File: config.mk
export PLATFORM = sky130hd
export DESIGN_NAME = reset_seq
export DESIGN_NICKNAME = d
export VERILOG_FILES = /design/src/rtl/reset_seq.sv
export SDC_FILE = /design/constraint.sdc
export NUM_CORES = 1
export LEC_CHECK = 0
export BUFFER_PORTS_ARGS = -buffer_cell sky130_fd_sc_hd__clkbuf_2
export CAP_MARGIN = 20
export CORE_MARGIN = 3
export CORE_UTILIZATION = 56
export CTS_CLUSTER_SIZE = 20
export DETAILED_ROUTE_END_ITERATION = 10
export GPL_TIMING_DRIVEN = 0
export PLACE_DENSITY = 0.76
export SYNTH_ARGS = -nofsm -noshare
export SYNTH_HDL_FRONTEND = slang
export SYNTH_SLANG_ARGS = --single-unit
export TNS_END_PERCENT = 100
File: constraint.sdc
create_clock -name clk -period 2.25 [get_ports clk]
set_input_delay 0.225 -clock clk [delete_from_list [all_inputs] [get_ports clk]]
set_output_delay 0.225 -clock clk [all_outputs]
set_load 0.02 [all_outputs]
File: src/rtl/reset_seq.sv
// Power-up reset sequencer: staged release of memory, peripheral and CPU resets plus CPU-only soft reset.
// Optional RESET_SEQ_LOCK_MONITOR_EN: PLL lock loss after WAIT_LOCK restarts the whole sequence.
module reset_seq #(
   parameter int unsigned HOLD_CYCLES = 16,
   parameter int unsigned MEM_TIMEOUT = 1024
) (
   input  logic clk,
   input  logic reset_in,
   input  logic pll_locked,
   input  logic mem_init_done,
   input  logic soft_reset_req,
   output logic mem_reset,
   output logic periph_reset,
   output logic cpu_reset,
   output logic sys_ready,
   output logic mem_timeout
);

   localparam int unsigned CNT_MAX   = (HOLD_CYCLES > MEM_TIMEOUT) ? HOLD_CYCLES : MEM_TIMEOUT;
   localparam int unsigned CNT_W     = (CNT_MAX > 2) ? $clog2(CNT_MAX) : 1;
   localparam logic [CNT_W-1:0] HOLD_LAST = CNT_W'(HOLD_CYCLES - 1);
   localparam logic [CNT_W-1:0] MEM_LAST  = CNT_W'(MEM_TIMEOUT - 1);

   typedef enum logic [2:0] {
      S_HOLD,
      S_WAIT_LOCK,
      S_MEM_REL,
      S_PERIPH_REL,
      S_CPU_REL,
      S_RUN,
      S_SOFT
   } state_t;

   state_t           state, next_state;
   logic [CNT_W-1:0] cnt, cnt_next;
   logic             set_timeout;
   logic             mem_reset_d, periph_reset_d, cpu_reset_d, sys_ready_d;

   // State, counter and registered outputs
   always_ff @(posedge clk or posedge reset_in) begin
      if (reset_in) begin
         state        <= S_HOLD;
         cnt          <= '0;
         mem_reset    <= 1'b1;
         periph_reset <= 1'b1;
         cpu_reset    <= 1'b1;
         sys_ready    <= 1'b0;
         mem_timeout  <= 1'b0;
      end else begin
         state        <= next_state;
         cnt          <= cnt_next;
         mem_reset    <= mem_reset_d;
         periph_reset <= periph_reset_d;
         cpu_reset    <= cpu_reset_d;
         sys_ready    <= sys_ready_d;
         if (set_timeout) mem_timeout <= 1'b1;
      end
   end

   // Next state, counter and output decode of the next state
   always_comb begin
      next_state  = state;
      cnt_next    = cnt;
      set_timeout = 1'b0;

      case (state)
         S_HOLD:       if (cnt == HOLD_LAST) next_state = S_WAIT_LOCK;
         S_WAIT_LOCK:  if (pll_locked) next_state = S_MEM_REL;
         S_MEM_REL: begin
            if (mem_init_done) begin
               next_state = S_PERIPH_REL;
            end else if (cnt == MEM_LAST) begin
               next_state  = S_PERIPH_REL;
               set_timeout = 1'b1;
            end
         end
         S_PERIPH_REL: if (cnt == HOLD_LAST) next_state = S_CPU_REL;
         S_CPU_REL:    next_state = S_RUN;
         S_RUN:        if (soft_reset_req) next_state = S_SOFT;
         S_SOFT:       if (cnt == HOLD_LAST) next_state = S_CPU_REL;
         default:      next_state = S_HOLD;
      endcase

`ifdef RESET_SEQ_LOCK_MONITOR_EN
      // Lock loss overrides every other exit, including a soft reset request
      if (!pll_locked && (state inside {S_MEM_REL, S_PERIPH_REL, S_CPU_REL, S_RUN, S_SOFT})) begin
         next_state  = S_HOLD;
         set_timeout = 1'b0;
      end
`endif

      // Counter restarts on every entry; timed states exit before it can reach CNT_MAX
      if (next_state != state) begin
         cnt_next = '0;
      end else if (state inside {S_HOLD, S_MEM_REL, S_PERIPH_REL, S_SOFT}) begin
         cnt_next = cnt + CNT_W'(1);
      end

      mem_reset_d    = next_state inside {S_HOLD, S_WAIT_LOCK};
      periph_reset_d = next_state inside {S_HOLD, S_WAIT_LOCK, S_MEM_REL};
      cpu_reset_d    = next_state inside {S_HOLD, S_WAIT_LOCK, S_MEM_REL, S_PERIPH_REL, S_SOFT};
      sys_ready_d    = (next_state == S_RUN);
   end

endmodule
### Word level (Yosys, flattened, before mapping)

Cells that the tools add are included.
W data, S select, Z words.

* flip-flop bits (word level): 18

* equal/unequal tests: 14
* multiplexer cells: 12
* add/sub/neg operators: 1
* reductions and logical operators: 8

Operator list (count)
* $mux W10: 2
* $mux W3: 6
* $pmux W3 S6: 1
* $eq A3 B3 Y1 const B: 5
* $eq A3 B2 Y1 const B: 4
* $add A10 B1 Y10 const B: 1
* $eq A10 B10 Y1 const B: 1
* $eq A10 B4 Y1 const B: 1
* $eq A3 B1 Y1 const B: 2
* $logic_not A3 Y1: 2
* $reduce_bool A5 Y1: 1
* $reduce_bool A2 Y1: 2
* $reduce_bool A4 Y1: 1
* $mux W1: 3
* $ne A3 B3 Y1: 1
* $reduce_bool A3 Y1: 1
* $reduce_or A2 Y1: 1

### Longest topological paths before layout

Gate-level depths: netlist of run 1.

* depth after elaboration: 6
* gate-level depth with buffers: 6
* depth with buffers taken out: 6

### Worst setup path before layout of run 1

Ideal clock, no wire load.

* path kind: register to register
* start: register cnt[5]
* end: register cpu_reset
* path buffers: 0
* clock period less this slack: 1.663 ns
* arrival time: 1.582 ns
* slack: 0.587 ns
* stages on the path, launching flop included: 6
* cell sequence: dfrtp_1 > or4_4 > or3_4 > a21oi_1 > o21a_1 > nor2_1

* word-level cells in the longest chain between the ends: 6
* elaborated cells between the ends (all ways): 13

Ends and longest elaborated chain
* from (decl): line 35 `logic [CNT_W-1:0] cnt, cnt_next;`
* from (signal assigned): line 51 `cnt <= cnt_next;`
* $eq A10 B10 Y1: line 72 `end else if (cnt == MEM_LAST) begin`
* $mux W3: line 72
* $mux W3: line 70 `if (mem_init_done) begin`
* $pmux W3 S6 (*): line 66 `case (state)`
* $eq A3 B1 Y1 (tied with other cells): line 101 `cpu_reset_d = next_state inside {S_HOLD, S_WAIT_LOCK, S_MEM_REL, S_PERIPH_REL, S_SOFT};`
* $reduce_bool A5 Y1 (*): line 101
* named net cpu_reset_d: line 37 `logic mem_reset_d, periph_reset_d, cpu_reset_d, sys_ready_d;`
* to (signal assigned): line 54 `cpu_reset <= cpu_reset_d;`
* to (decl): line 14 `output logic cpu_reset,`

The timed path passes the listed nets; every way through them passes the cells marked *.
A chain may end at the register's enable or synchronous reset.

### Worst setup path after layout of run 1

* start: register cnt[0]
* end: register cnt[1]

* word-level cells in the longest chain between the ends: 6
* elaborated cells between the ends (all ways): 12

Ends and longest elaborated chain
* $eq A10 B10 Y1: line 72
* $mux W3: line 72
* $mux W3: line 70
* $pmux W3 S6: line 66
* $ne A3 B3 Y1: line 93 `if (next_state != state) begin`
* $mux W10 / $reduce_bool A2 Y1 (equally long branches)

Several ways; a longest one is shown, not always the timed one. The select of a mux whose other input is x is not followed.

==> run summary, run 1 <==
Status: finished with violations
Failing checks: hold timing
Reg-to-Reg Start: cnt[0]$_DFFE_PP0P_
Share of layout cells above drive strength 1: 21.67%
Clk network pwr share: 14.3%
Sequential-to-total area share from yosys stat: 45.04%
Synth Cell Area: 1008 um^2
Cell Rows: 14
Clock slew at reported path FFs: 0.10 ns
Arr. time, crit path: 2.10 ns
Routed Antenna Nets: 0
Post-CTS sizing: 0
Global Route Usage Sum: 18.13%
Most frequent cell after synthesis: nor2_1
H-tree depth: 1
Placer congestion estimate: 0.8155
Port bufs: 9
Avg Cell Area, Syn: 9.425 um^2
Unrepaired setup endpoints after global routing: no
TritonRoute pass-1 iters: 5
CP Capture Type: flop
Antenna violations before repair: 0
Die W: 48.44 um
NumNets Final: 127
Core area: 1594 um^2
Worst slew pin tran: 0.6593 ns
Vias per inst: 5.674
Gate power share: 43.9%
Setup TNS: 0 ns
Clock sinks: 18
Worst Reg-to-Reg Cells: 6
Grt total ovfl: 0
Die area: 2346 um^2
Vias: 817
Net Sw Power: 482.5 uW
Setup violators final: 0
Worst Clk Skew: 0.001344 ns
Top Layer Used: met4
Worst hold slack: -0.01862 ns
Layout area overhead: 10.05%
Worst slew margin: 56.00%
Internal power: 711.6 uW
CP peak stage delay: 0.42 ns
Post-DP HPWL: 1.354 mm
Crit-path cells: ha_1 -> and3_1 -> and4bb_2 -> o21bai_1 -> nand4_2 -> a21oi_1
Post-synth EDFFs: 0
DRT Wirelength: 1.879 mm
Req. time, crit path: 2.47 ns
Crit-path max FO: 10
Async SR Flop Fraction: 100.0%
Routed length per instance: 13.05 um
Initial DRC count: 26
Ant diodes: 0
PD cells: 1076 nW/um^2
Hold-fix buffers, CTS: 0
Unique cell type count in the Yosys netlist: 36
Skew-Pair Late Insertion Delay: 0.30 ns
YS warnings: 0
Maximum VDD drop: 0.5360 mV
Post-Syn Instances: 107
Final slew viol count: 0
Synth top cells by count: 18 x nor2_1, 15 x dfrtp_1, 13 x nand2_1, 6 x a21oi_1, 5 x xnor2_1
First-pass GRT wire length: 3.367 mm
Root buffer cell: clkbuf_4
FF-to-FF setup slack: 0.37 ns
Sw Share: 40.41%
Critical path class: flop to flop
Min cycle time layout: 1.875 ns
CTS tree: yes
Crit path launch type: flop
IO Pins: 10
CP max-delay cell: dfrtp_1
Vias in the first global route: 762
Die Y-Extent: 48.44 um
Hold Vio Cnt, Final: 15
Top-area cell type share of the netlist area: 37.22%
RR Endpoint: cnt[1]$_DFFE_PP0P_
Critical path buffer and inverter count: 0
Max Cap Viol: 0
Dominant synthesized flop cell: dfrtp_1
Pleak: 0.5126 nW
Starting Density: 63.27%
Worst hold path type: primary input to asynchronous set/reset pin
Syn_nets: 113
Pin count of the biggest net entering global routing: 19
Period Utilization, post-route: 83.35%
Sequential Power Share: 41.7%
Delay-heaviest family, CP: simple AND/OR/NAND/NOR gates
Metal2 WL: 839 um
Cell taking the most area after synthesis: dfrtp_1
Max frequency: 533.2 MHz
Post-Route M1 WL: 913 um
DRC errors left: 0
Metal3 WL: 91 um
Top area cells in the synthesized netlist: dfrtp_1 37%, dfstp_2 7.8%, nor2_1 6.7%
#FFs+latches synth: 18
CTS buffer count: 3
Setup bufs post-CTS: 0
Maximum root-to-sink buffer count: 2
-- cell families after synthesis --
logic type,share of synthesized area [%]
simple gates,26.55
compound gates,13.03
flops,45.04
xor+xnor,7.816
buf+inv,5.335
mux,0.9926
fa+ha+maj,1.240
-- worst register-to-register path: cells and delay by family (launching register included) --
| kind | cells | cell delay, ns |
|---|---|---|
| flip-flops | 1 | 0.42 |
| AO/OA/AOI/OAI | 2 | 0.44 |
| AND/OR/NAND/NOR | 3 | 0.70 |
| adder cells (fa/ha/maj) | 1 | 0.24 |
-- metrics by stage --
stage | total power [mW] | instances | setup slack (ns) | cell area [um^2] | utilization, %
CTS | 1.194 | 144 | 0.3730 | 1110 | 69.62
global route | 1.294 | 144 | 0.1380 | 1110 | 69.62
floorplan | 0.9108 | 107 | 0.5871 | 1008 | -
global placement | 1.010 | 140 | 0.4352 | 1084 | 67.97
detailed placement | 1.025 | 140 | 0.4055 | 1084 | 67.97
finish | 1.194 | 144 | 0.3746 | 1110 | 69.62
-- layout make-up --
cell class                 instances  area [um^2]
buffer                             3        38.79
clock buffer                       4        26.28
fill                             124        484.2
inverter                           4        15.01
multi-input combinational         82        500.5
sequential                        18        454.2
tap                               24        30.03
timing repair buffer               9        45.04
-- power by group through the flow --
stage | Combinational [mW] | Sequential [mW] | Clock [mW]
final | 0.525 | 0.498 | 0.171
after global routing | 0.585 | 0.514 | 0.195
after CTS | 0.524 | 0.498 | 0.172
after detailed placement | 0.520 | 0.505 | 0
after global placement | 0.507 | 0.504 | 0
after floorplan | 0.399 | 0.512 | 0
-- cell usage in the layout (no fill, tap or decap), drive strengths merged, types with 2 or more instances in the layout --
| master | n |
|---|---|
| nor2 | 18 |
| dfrtp | 15 |
| clkbuf | 15 |
| nand2 | 13 |
| a21oi | 6 |
| xnor2 | 5 |
| inv | 4 |
| xor2 | 4 |
| nor3 | 4 |
| nand3 | 3 |
| o21ai | 3 |
| o21a | 3 |
| dfstp | 3 |
| or2 | 2 |
| a21o | 2 |
| nand4 | 2 |
| or4 | 2 |
| or3 | 2 |
-- per-layer routing --
layer / track usage [%] / vias up
met3: 3.374 / 5
met4: 7.583 / 0
met2: 26.61 / 33
met1: 26.29 / 383
li1: - / 396
met5: 0 / -
-- state kept, by name (all words and copies together), names as in the netlist --
name and count:
mem_timeout 1, periph_reset 1, cpu_reset 1, mem_reset 1, cnt 10, state 3, sys_ready 1
-- how the worst max path moves through the flow --
| stage | from | to | slack (ns) | depth (start not counted) |
|---|---|---|---|---|
| after global placement | cnt[0]$_DFFE_PP0P_ | cnt[1]$_DFFE_PP0P_ | 0.44 | 6 |
| final | cnt[0]$_DFFE_PP0P_ | cnt[1]$_DFFE_PP0P_ | 0.37 | 6 |
| after detailed placement | cnt[0]$_DFFE_PP0P_ | cnt[1]$_DFFE_PP0P_ | 0.41 | 6 |
| after global routing | cnt[0]$_DFFE_PP0P_ | cnt[1]$_DFFE_PP0P_ | 0.14 | 6 |
| after floorplan | cnt[5]$_DFFE_PP0P_ | cpu_reset$_DFF_PP1_ | 0.59 | 5 |
| after CTS | cnt[0]$_DFFE_PP0P_ | cnt[1]$_DFFE_PP0P_ | 0.37 | 6 |
No activity file was read; power rests on OpenSTA's default activity.
==> run 2, diff against run 1 <==
==> constraint.sdc (replaced) <==
create_clock -name clk -period 2 [get_ports clk]
set_input_delay 0.2 -clock clk [delete_from_list [all_inputs] [get_ports clk]]
set_output_delay 0.2 -clock clk [all_outputs]
set_load 0.02 [all_outputs]
==> run summary, run 2 (synthesis gave the netlist of run 1 again) <==
Status: completed
Maximum VDD drop: 0.6011 mV
Placer congestion estimate: 0.8155
Max Cap Viol: 0
Worst hold slack: 0.1443 ns
Post-Layout Cell Count: 145
First-pass GRT wire length: 3.367 mm
Number of flip-flops in the largest register: 10
Min cycle time layout: 1.870 ns
Share of layout cells above drive strength 1: 21.49%
FF-to-FF setup slack: 0.13 ns
Period Utilization, post-route: 93.52%
Worst Reg-to-Reg Cells: 6
NumNets Final: 128
Worst Clk Skew: 0.001363 ns
IO Pins: 10
Global Route Usage Sum: 18.13%
Setup violators final: 0
Clock sinks: 18
Crit path from: cnt[0]$_DFFE_PP0P_
Die Y-Extent: 48.44 um
Initial DRC count: 33
Routed length per instance: 12.93 um
Core area: 1594 um^2
PD cells: 1198 nW/um^2
DRT Wirelength: 1.875 mm
Root buffer cell: clkbuf_4
CP peak stage delay: 0.42 ns
Starting Density: 63.27%
Hold Vio Cnt, Final: 0
Arr. time, crit path: 2.09 ns
Crit path launch type: flop
Pleak: 0.5167 nW
Crit-path max FO: 10
CP endpoint: cnt[1]$_DFFE_PP0P_
Layout area overhead: 11.04%
Routed Antenna Nets: 0
Antenna violations before repair: 0
Grt total ovfl: 0
TritonRoute pass-1 iters: 4
H-tree depth: 1
Vias in the first global route: 762
Clock slew at reported path FFs: 0.10 ns
Maximum root-to-sink buffer count: 2
Setup TNS: 0 ns
Placed cell count: 140
Die area: 2346 um^2
Post-DP HPWL: 1.354 mm
Unrepaired setup endpoints after global routing: no
Reg-to-Reg Start: cnt[0]$_DFFE_PP0P_
Pin count of the biggest net entering global routing: 19
Most flop-heavy register: cnt
Worst slew pin tran: 0.6663 ns
Fill cells: 123
CP max-delay cell: dfrtp_1
Final slew viol count: 0
Vias per inst: 5.593
Util after Layout: 70.25%
CP Capture Type: flop
Crit-path cells: ha_1 -> and3_1 -> and4bb_2 -> o21bai_1 -> nand4_2 -> a21oi_1
CTS buffer count: 3
Port bufs: 9
CTS tree: yes
Regs by FF count: cnt (10), state (3)
Skew-Pair Late Insertion Delay: 0.30 ns
Most common cell after layout, fill and taps aside: nor2_1
Die W: 48.44 um
DRC errors left: 0
RR Endpoint: cnt[1]$_DFFE_PP0P_
Most frequent cells in the layout: 18 x nor2_1, 15 x dfrtp_1, 13 x nand2_1
Cell Rows: 14
Max frequency: 534.7 MHz
Worst hold path type: primary input to flop
Hold_sp: pll_locked
Ant diodes: 0
Critical path class: flop to flop
Req. time, crit path: 2.22 ns
Vias: 811
Worst slew margin: 55.53%
-- run 2: worst min path at each step --
| stage | to | slack [ns] | cells past startpoint |
|---|---|---|---|
| global placement | state[1]$_DFF_PP0_ | 0.31 | 2 |
| global route | mem_timeout$_DFFE_PP0P_ | 0.16 | 3 |
| finish | mem_reset$_DFF_PP1_ | 0.14 | 4 |
| floorplan | cnt[0]$_DFFE_PP0P_ | 0.14 | 1 |
| detailed placement | state[1]$_DFF_PP0_ | 0.33 | 2 |
| CTS | mem_reset$_DFF_PP1_ | 0.15 | 4 |
-- run 2: repair_timing --
| item | 4_1_cts | 5_1_grt |
|---|---|---|
| hold buffers | 1 | 0 |
| setup endpoints to repair | 0 | 10 |
| gates resized for setup | 0 | 1 |
| hold endpoints to repair | 15 | 0 |
| setup buffers | 0 | 0 |
-- run 2: worst max-delay path, delay by kind of cell, from the launching register on --
family | cells | cell delay, ns
AND/OR/NAND/NOR | 3 | 0.69
adder cells (fa/ha/maj) | 1 | 0.24
AO/OA/AOI/OAI | 2 | 0.43
flip-flops | 1 | 0.42
-- run 2: final cells by class --
| class | instances | area [um^2] | area share, % |
|---|---|---|---|
| well taps | 24 | 30.03 | 2.682 |
| plain buffers | 3 | 38.79 | 3.464 |
| clock buffers | 4 | 26.28 | 2.346 |
| repair buffers | 10 | 55.05 | 4.916 |
| multi-input cells | 82 | 500.5 | 44.69 |
| flip-flops and latches | 18 | 454.2 | 40.56 |
| inverters | 4 | 15.01 | 1.341 |
-- run 2: stage by stage --
step                instance area [um^2]  setup slack (ns)  power [mW]
floorplan                           1008            0.3371       1.025
global placement                    1084            0.1852       1.137
detailed placement                  1084            0.1555       1.153
CTS                                 1120            0.1230       1.345
global route                        1120           0.02840       1.458
finish                              1120            0.1296       1.342
-- run 2: routing by layer --
metal  wire (um)  GRT usage, %
met1         904         26.49
met2         828         26.61
met3         104         3.067
met4          38         7.583
met5           0             0
-- run 2: report_power, final --
| group | internal [mW] | switching, mW | total [mW] | leakage [nW] |
|---|---|---|---|---|
| Clock | 0.0778 | 0.113 | 0.191 | 0.0150 |
| Sequential | 0.473 | 0.0876 | 0.560 | 0.228 |
| Combinational | 0.252 | 0.339 | 0.590 | 0.274 |
| Total | 0.802 | 0.540 | 1.34 | 0.517 |
==> run 3, diff against run 2 <==
--- a/config.mk
+++ b/config.mk
@@ -5,14 +5,14 @@
 export SDC_FILE = /design/constraint.sdc
 export NUM_CORES = 1
 export LEC_CHECK = 0
+export ABC_CLOCK_PERIOD_IN_PS = 2000
 export BUFFER_PORTS_ARGS = -buffer_cell sky130_fd_sc_hd__clkbuf_2
 export CAP_MARGIN = 20
 export CORE_MARGIN = 3
-export CORE_UTILIZATION = 56
+export CORE_UTILIZATION = 35
 export CTS_CLUSTER_SIZE = 20
 export DETAILED_ROUTE_END_ITERATION = 10
 export GPL_TIMING_DRIVEN = 0
-export PLACE_DENSITY = 0.76
 export SYNTH_ARGS = -nofsm -noshare
 export SYNTH_HDL_FRONTEND = slang
 export SYNTH_SLANG_ARGS = --single-unit
==> run summary, run 3 (synthesis gave the netlist of run 1 again) <==
Share of layout cells above drive strength 1: 22.76%
Crit path from: cnt[0]$_DFFE_PP0P_
Most frequent cells in the layout: 18 x nor2_1, 15 x dfrtp_1, 13 x nand2_1
RR Endpoint: cnt[2]$_DFFE_PP0P_
End of the worst hold path: mem_reset$_DFF_PP1_
DRT Wirelength: 2.001 mm
Number of flip-flops in the largest register: 10
Hold_sp: pll_locked
Port bufs: 9
Clock sinks: 18
Setup violators final: 0
Worst slew margin: 55.50%
Global Route Usage Sum: 12.59%
CP Capture Type: flop
CP peak stage delay: 0.42 ns
Post-Layout Cell Count: 153
Post-DP HPWL: 1.333 mm
Max frequency: 532.1 MHz
DP Worst Slack: 0.1724 ns
Die W: 59.68 um
Worst Reg-to-Reg Cells: 7
First-pass GRT wire length: 3.422 mm
FF-to-FF setup slack: 0.12 ns
Period Utilization, post-route: 93.97%
Crit-path cells: ha_1 -> and3_1 -> and4bb_2 -> o21bai_1 -> nand4_1 -> buf_4 -> nor2_1
IO Pins: 10
Layout area overhead: 14.14%
Most common cell after layout, fill and taps aside: nor2_1
Crit-path max FO: 5
Placer congestion estimate: 0.8030
Vias per inst: 5.392
CP max-delay cell: dfrtp_1
Antenna violations before repair: 0
Vias: 825
Ant diodes: 0
Final WS setup: 0.1206 ns
Pleak: 0.5339 nW
Unrepaired setup endpoints after global routing: no
Max Cap Viol: 0
DRC errors left: 0
Min cycle time layout: 1.879 ns
Initial DRC count: 32
Hold Vio Cnt, Final: 0
Arr. time, crit path: 2.12 ns
Clock slew at reported path FFs: 0.11 ns
Worst slew pin tran: 0.6668 ns
Critical path class: flop to flop
Final slew viol count: 0
Die area: 3562 um^2
Worst hold path type: primary input to flop
CTS tree: yes
Overall power: 1.411 mW
Die Y-Extent: 59.68 um
Worst Clk Skew: 0.003761 ns
CTS buffer count: 3
PD cells: 1226 nW/um^2
Setup TNS: 0 ns
Vias in the first global route: 785
Req. time, crit path: 2.24 ns
NumNets Final: 130
Most flop-heavy register: cnt
Reg-to-Reg Start: cnt[0]$_DFFE_PP0P_
Regs by FF count: cnt (10), state (3)
Core area: 2613 um^2
H-tree depth: 1
Pin count of the biggest net entering global routing: 19
TritonRoute pass-1 iters: 4
Skew-Pair Late Insertion Delay: 0.30 ns
Hold depth: 4
Root buffer cell: clkbuf_4
Routed length per instance: 13.08 um
Crit path launch type: flop
Starting Density: 38.60%
Worst hold slack: 0.1498 ns
Cell Rows: 18
Grt total ovfl: 0
Routed Antenna Nets: 0
Status: completed
Maximum VDD drop: 0.9139 mV
Placed cell count: 146
Maximum root-to-sink buffer count: 2
-- run 3: worst max path at each step --
stage | to | slack, ns | depth (start not counted)
6_report | cnt[2]$_DFFE_PP0P_ | 0.12 | 7
5_1_grt | cnt[1]$_DFFE_PP0P_ | 0.03 | 6
4_1_cts | cnt[1]$_DFFE_PP0P_ | 0.14 | 6
3_5_place_dp | cnt[1]$_DFFE_PP0P_ | 0.17 | 6
3_3_place_gp | cnt[1]$_DFFE_PP0P_ | 0.17 | 6
2_1_floorplan | cpu_reset$_DFF_PP1_ | 0.34 | 5
-- run 3: report_power, final --
part           leakage [nW]  total [mW]  switching (mW)  internal (mW)
combinational         0.285       0.619           0.352          0.267
clock                0.0210       0.231           0.120          0.111
sequential            0.228       0.561          0.0888          0.473
-- run 3: layout make-up --
type	count	area, um^2
clock buffers	4	36.28
repair buffers	11	62.56
plain buffers	3	38.79
inverters	4	15.01
fillers	266	1461
flip-flops and latches	18	454.2
well taps	30	37.54
multi-input cells	83	506.7
-- run 3: what timing repair did --
item,CTS,global route
hold endpoints to repair,15,0
setup endpoints to repair,0,9
resized for setup,0,1
buffers inserted,0,1
hold buffers,1,0
-- run 3: critical path, delay by kind of cell (launching register included) --
| family | cells | cell delay [ns] |
|---|---|---|
| simple gates | 4 | 0.64 |
| flops | 1 | 0.42 |
| buf+inv | 1 | 0.18 |
| fa+ha+maj | 1 | 0.24 |
| compound gates | 1 | 0.33 |
-- run 3: layer usage --
layer | GRT usage [%] | vias up | wire length [um]
met1 | 16.04 | 386 | 988
met5 | 0 | - | 0
met2 | 19.91 | 29 | 854
met3 | 4.752 | 6 | 136
met4 | 3.481 | 0 | 21
li1 | - | 404 | -
-- run 3: per-stage QoR --
stage               utilization (%)  instance area (um^2)
floorplan                         -                  1008
global placement              41.76                  1091
detailed placement            41.76                  1091
CTS                           43.53                  1137
global route                  44.06                  1151
finish                        44.06                  1151
